===== config.mk =====
export PLATFORM = sky130hd
export DESIGN_NAME = lzd_arbiter
export DESIGN_NICKNAME = d
export VERILOG_FILES = /design/src/rtl/lzd_arbiter_pkg.sv /design/src/rtl/lzd_arbiter_lzc.sv /design/src/rtl/lzd_arbiter.sv
export SDC_FILE = /design/constraint.sdc
export NUM_CORES = 1
export LEC_CHECK = 0
export CORE_ASPECT_RATIO = 0.6
export CORE_MARGIN = 10
export CORE_UTILIZATION = 30
export CTS_BUF_LIST = sky130_fd_sc_hd__clkbuf_2
export CTS_CLUSTER_DIAMETER = 30
export DETAILED_ROUTE_END_ITERATION = 12
export PLACE_DENSITY = 0.5
export SKIP_CTS_REPAIR_TIMING = 1
export SLEW_MARGIN = 40
export SYNTH_ARGS = -nofsm -noshare
export SYNTH_HDL_FRONTEND = slang
export SYNTH_SLANG_ARGS = --single-unit

===== constraint.sdc =====
create_clock -name clk -period 3.1 [get_ports clk]
set_input_delay 0.31 -clock clk [delete_from_list [all_inputs] [get_ports clk]]
set_output_delay 0.31 -clock clk [all_outputs]
set_load 0.01 [all_outputs]

===== src/rtl/lzd_arbiter_pkg.sv =====
// Shared constants and types for the two-requester leading-zero normalizer.
//   LZD_DATA_W   : mantissa width presented for normalization
//   LZD_CNT_W    : width of the leading-zero count
//   LZD_ZERO_CNT : count reported for an all-zero mantissa
//   req_idx_t    : requester index (0/1)
package lzd_arbiter_pkg;

    localparam int unsigned LZD_DATA_W   = 48;
    localparam int unsigned LZD_CNT_W    = 6;
    localparam int unsigned LZD_ZERO_CNT = 48;

    typedef enum logic {
        REQ0 = 1'b0,
        REQ1 = 1'b1
    } req_idx_t;

endpackage


===== src/rtl/lzd_arbiter_lzc.sv =====
// Combinational leading-zero counter.
//   data_i : mantissa, bit DATA_W-1 is the most significant
//   cnt_o  : number of zeros above the first 1 (LZD_ZERO_CNT when all zero)
//   zero_o : data_i is all zeros
module lzd_arbiter_lzc
    import lzd_arbiter_pkg::*;
#(
    parameter int unsigned DATA_W = LZD_DATA_W,
    parameter int unsigned CNT_W  = LZD_CNT_W
) (
    input  logic [DATA_W-1:0] data_i,
    output logic [CNT_W-1:0]  cnt_o,
    output logic              zero_o
);

    // Scan upward so the highest set bit is the last one to write the count.
    always_comb begin
        cnt_o  = CNT_W'(LZD_ZERO_CNT);
        zero_o = 1'b1;
        for (int unsigned i = 0; i < DATA_W; i++) begin
            if (data_i[i]) begin
                cnt_o  = CNT_W'(DATA_W - 1 - i);
                zero_o = 1'b0;
            end
        end
    end

endmodule


===== src/rtl/lzd_arbiter.sv =====
// Two-requester round-robin arbiter feeding one shared leading-zero
// normalizer through a two-stage pipeline.
//   Stage A: accept register, leading-zero count on the registered mantissa.
//   Stage B: output register, mantissa shifted left by the count.
// Ports:
//   clk, rst_n                     : clock, synchronous active-low reset
//   reqN_valid/reqN_data/reqN_ready: requester handshakes (N = 0, 1)
//   out_valid/out_ready            : result handshake
//   out_data, out_lzc, out_zero    : normalized mantissa, count, zero flag
//   out_src                        : requester index of the result
//   busy                           : either pipeline stage holds an entry
module lzd_arbiter
    import lzd_arbiter_pkg::*;
#(
    parameter int unsigned DATA_W = LZD_DATA_W,
    parameter int unsigned CNT_W  = LZD_CNT_W
) (
    input  logic              clk,
    input  logic              rst_n,
    input  logic              req0_valid,
    input  logic [DATA_W-1:0] req0_data,
    output logic              req0_ready,
    input  logic              req1_valid,
    input  logic [DATA_W-1:0] req1_data,
    output logic              req1_ready,
    output logic              out_valid,
    input  logic              out_ready,
    output logic [DATA_W-1:0] out_data,
    output logic [CNT_W-1:0]  out_lzc,
    output logic              out_zero,
    output logic              out_src,
    output logic              busy
);

    // Round-robin pointer: index of the requester granted last.
    req_idx_t          ptr_q, ptr_d;

    logic              a_valid_q, a_valid_d;
    logic [DATA_W-1:0] a_data_q, a_data_d;
    req_idx_t          a_src_q, a_src_d;
    logic [CNT_W-1:0]  a_lzc;
    logic              a_zero;

    logic              out_valid_q, out_valid_d;
    logic [DATA_W-1:0] out_data_q, out_data_d;
    logic [CNT_W-1:0]  out_lzc_q, out_lzc_d;
    logic              out_zero_q, out_zero_d;
    req_idx_t          out_src_q, out_src_d;

    logic              grant0, grant1;
    logic              a_load, b_load;
    logic              accept;
    req_idx_t          sel_src;

    lzd_arbiter_lzc #(
        .DATA_W (DATA_W),
        .CNT_W  (CNT_W)
    ) u_lzc (
        .data_i (a_data_q),
        .cnt_o  (a_lzc),
        .zero_o (a_zero)
    );

    always_comb begin
        grant0  = req0_valid & (~req1_valid | (ptr_q == REQ1));
        grant1  = req1_valid & (~req0_valid | (ptr_q == REQ0));
        sel_src = grant1 ? REQ1 : REQ0;

        b_load  = ~out_valid_q | out_ready;
        a_load  = ~a_valid_q | b_load;

        // Readies are gated by rst_n so nothing is handed over during reset.
        req0_ready = rst_n & grant0 & a_load;
        req1_ready = rst_n & grant1 & a_load;
        accept     = (req0_valid & req0_ready) | (req1_valid & req1_ready);
    end

    always_comb begin
        ptr_d       = ptr_q;
        a_valid_d   = a_valid_q;
        a_data_d    = a_data_q;
        a_src_d     = a_src_q;
        out_valid_d = out_valid_q;
        out_data_d  = out_data_q;
        out_lzc_d   = out_lzc_q;
        out_zero_d  = out_zero_q;
        out_src_d   = out_src_q;

        if (a_load) begin
            a_valid_d = accept;
            if (accept) begin
                a_data_d = grant1 ? req1_data : req0_data;
                a_src_d  = sel_src;
                // Pointer moves only on a completed transfer.
                ptr_d    = sel_src;
            end
        end

        if (b_load) begin
            out_valid_d = a_valid_q;
            if (a_valid_q) begin
                out_data_d = a_zero ? '0 : (a_data_q << a_lzc);
                out_lzc_d  = a_lzc;
                out_zero_d = a_zero;
                out_src_d  = a_src_q;
            end
        end
    end

    always_ff @(posedge clk) begin
        if (!rst_n) begin
            ptr_q       <= REQ1;
            a_valid_q   <= 1'b0;
            a_data_q    <= '0;
            a_src_q     <= REQ0;
            out_valid_q <= 1'b0;
            out_data_q  <= '0;
            out_lzc_q   <= '0;
            out_zero_q  <= 1'b0;
            out_src_q   <= REQ0;
        end else begin
            ptr_q       <= ptr_d;
            a_valid_q   <= a_valid_d;
            a_data_q    <= a_data_d;
            a_src_q     <= a_src_d;
            out_valid_q <= out_valid_d;
            out_data_q  <= out_data_d;
            out_lzc_q   <= out_lzc_d;
            out_zero_q  <= out_zero_d;
            out_src_q   <= out_src_d;
        end
    end

    assign out_valid = out_valid_q;
    assign out_data  = out_data_q;
    assign out_lzc   = out_lzc_q;
    assign out_zero  = out_zero_q;
    assign out_src   = out_src_q;
    assign busy      = a_valid_q | out_valid_q;

endmodule


==> results by stage <==
Drt:
- The count of vias placed by the detailed router is 10500.
- The pre-antenna-repair detailed-routing pass consisted of 7 iterations.
- In this run, the number of DRC markers left after iteration 0 of detailed routing was 1056.
- The routed design has 44300 um of wire.
- The number of vias per cell after detailed routing is 5.65.
- For this run, design rule violations remaining after detail routing come to 0.
- The average wire per cell in the routed design is 23.9 um.
- The count of antenna-violating nets left after detailed routing is 0.

Timing:
- The final total negative setup slack is -3690 ps.
- In this run the tightest slew margin relative to its limit is 0.465.
- The worst setup slack after layout is -316 ps.
- The number of hold violations in the final report is 0.
- The slew at the pin with the worst max-slew slack is 803 ps.
- The final critical-path share of the clock period is 1.10.
- For this run, the top clock speed supported by timing is 293 MHz.
- Setup repair after global routing could not meet its margin everywhere.
- Across the routed clock network, the largest skew measured is 51.3 ps.
- The final number of max-transition violations is 0.
- The total setup violations reported at the end of the flow is 38.
- The post-route minimum period is 3420 ps.

Synth:
- The leading register cell type out of synthesis is sky130_fd_sc_hd__dfxtp_1.
- By count the netlist is led by 132 x sky130_fd_sc_hd__nor2_1, 123 x sky130_fd_sc_hd__mux2i_1, 111 x sky130_fd_sc_hd__nand2_1, 108 x sky130_fd_sc_hd__dfxtp_1, 81 x sky130_fd_sc_hd__clkbuf_1.
- For this run, the number of Yosys warnings is 0.
- The post-synth net total is 1180.
- The synthesized netlist contains 67 unique library cells.
- After synthesis the cells add up to 8350 um2.
- After synthesis, the cell types taking the most area are sky130_fd_sc_hd__dfxtp_1 26%, sky130_fd_sc_hd__mux2i_1 15%, sky130_fd_sc_hd__nor2_1 5.9%.
- After synthesis, the share of flip-flops with an asynchronous set or reset is 0.
- Among all cell types in the netlist, the one instantiated most often is sky130_fd_sc_hd__nor2_1.
- The number of enable-type register cells in the synthesized netlist is 0.
- The share of synthesized area in the top cell type comes to 0.259.
- In the synthesized netlist, the number of instances is 1079.
- The register area share after synthesis is 0.259.
- The number of register bits inferred by synthesis is 108.
- The largest total area in the synthesized netlist belongs to sky130_fd_sc_hd__dfxtp_1.
- A synthesized cell averages 7.74 um2.

Global route:
- The via count of the first global-routing pass is 9727.
- The total congestion overflow is 0.
- Entering global routing, the biggest net connects 98 pins.
- Across every metal layer, demand over resource in global routing totals 0.238.
- The initial antenna violation count is 1.
- The wire length of the first global-routing pass is 64300 um.

Clock network:
- The CTS H-tree depth is 3.
- The cell sitting at the root of the clock tree is a sky130_fd_sc_hd__clkbuf_2.
- Counting along the longest clock path gives a buffer depth of 2.
- For the worst-skew pair, the clock arrives at the later sink with an insertion delay of 750 ps.
- The clock transition at the register clock pins on the worst setup and hold paths after CTS is 290 ps.
- TritonCTS built the clock tree.
- TritonCTS created 9 clock buffers.
- Counting every sink on the clock net gives 108.

Placement:
- The instance count after placement with tap cells included is 1808.
- The last weighted congestion value of the routability-driven placer is 0.970.
- The number of buffers added on ports is 160.
- The placement-stage worst setup slack is -552 ps.
- The post-detailed-placement half-perimeter wirelength is 35400 um.

Critical path:
- The kind of capture point of the worst setup path is a flop.
- For the worst setup path, the data required time is 3800 ps.
- The critical setup path kind is flop to flop.
- The highest net fanout along the worst path is 7.
- The startpoint class of the critical path is a flop.
- STA puts the critical path data arrival time at 4110 ps.

Power:
- For this design the ratio of total power to cell area is 573 nW/um2.
- The leakage component of the power is 5.59 nW.
- IR analysis of the VDD net gives a maximum drop of 0.000192 V.

Die:
- The standard cell core area is 27500 um2.
- The floorplan step set the die height to 149 um.
- From left edge to right edge, the die measures 235 um.
- For this configuration, the core starts out at a cell density of 0.304.
- The floorplan has 47 rows.
- For this design the top-level I/O count stands at 161.
- The area of the die is 35100 um2.

Final layout:
- Compared with the post-synthesis result, the final layout area differs by 65.9%.
- The repair_antennas step left the layout with diodes totalling 0.
- The number of standard cells in the final layout excluding fillers is 1853.
- The number of nets in the layout is 1583.
- The ratio of cells with drive above 1 in the final layout is 0.380.

Status:
- The flow ran to the end, but the final reports show violations.
- The final reports fail on setup timing.

Job:
- Across the run, the number of max-cap violations was 0.

Hold path:
- In this run the worst hold path is classified as input port to flop.
final timing paths:
| path | end | cells past startpoint | startpoint | slack, ps |
|---|---|---|---|---|
| worst max-delay path | out_data[44] | 10 | a_data_q[14] | -320 |
| worst min-delay path | ptr_q | 3 | req1_valid | 130 |
| worst max register to register | out_data[44] | 10 | a_data_q[14] | -320 |
| worst min register to register | out_zero | 2 | out_zero | 470 |
metrics by stage:
stage / area, um2 / power, mW / util / hold WS, ps
6_report: 13900 / 7.94 / 0.504 / 132
4_1_cts: 12500 / 6.84 / 0.456 / 31.2
3_5_place_dp: 12400 / 6.12 / 0.452 / 446
2_1_floorplan: 8350 / 3.75 / - / 432
5_1_grt: 13900 / 8.26 / 0.504 / 64.1
3_3_place_gp: 12400 / 6.17 / 0.452 / 439
state kept, by name (all words and copies together) (netlist names):
signal and count:
out_src 1, a_src_q 1, a_valid_q 1, out_valid 1, out_data 48, out_lzc 6, out_zero 1, a_data_q 48
ptr_q 1
cell type report:
class                   count  area, um2
multi-input cells         837       6510
clock inverters             5       53.8
repair buffers            508       4530
clock buffers              10       50.0
well taps                 367        459
fillers                  2621      13600
flip-flops and latches    108       2180
inverters                  18       67.6
power by group:
group          total [mW]  internal [mW]  switching [mW]
clock network       0.691          0.183           0.509
registers            1.63           1.52           0.113
logic                5.61           2.72            2.89
critical path: stages, from the launching register on:
cell and delay [ps]:
sky130_fd_sc_hd__dfxtp_2 390, sky130_fd_sc_hd__or4_4 570, sky130_fd_sc_hd__a2111oi_4 430, sky130_fd_sc_hd__a21o_1 250, sky130_fd_sc_hd__nand2_4 120, sky130_fd_sc_hd__mux2i_1 170, sky130_fd_sc_hd__mux2_4 300, sky130_fd_sc_hd__a222oi_1 680
sky130_fd_sc_hd__buf_4 260, sky130_fd_sc_hd__a31oi_4 70, sky130_fd_sc_hd__nor3_2 150
cells in the final DEF (no fill, tap or decap), drive strengths merged, types with 18 or more instances in the layout:
cell type,Yosys,routed
a211oi,58,58
a21oi,60,60
a22oi,20,20
buf,35,346
clkdlybuf4s50,0,160
dfxtp,108,108
inv,18,18
mux2,24,24
mux2i,123,123
nand2,112,112
nand3,23,23
nor2,134,134
o211ai,20,20
o21ai,52,52
logic make-up after synthesis:
logic type	after synthesis	share of synthesized area
simple gates	347	0.183
compound gates	334	0.284
mux	156	0.205
buf+inv	134	0.0688
flops	108	0.259
layer usage:
layer / share of wire / global-route usage / wire length [um] / vias up
met3: 0.095 / 0.0695 / 4200 / 31
li1: - / - / - / 4864
met2: 0.40 / 0.325 / 17600 / 474
met5: 0 / 0 / 0 / -
met4: 0.0088 / 0.0393 / 391 / 0
met1: 0.50 / 0.359 / 22100 / 5106
Power figures use the tool's default switching activity.
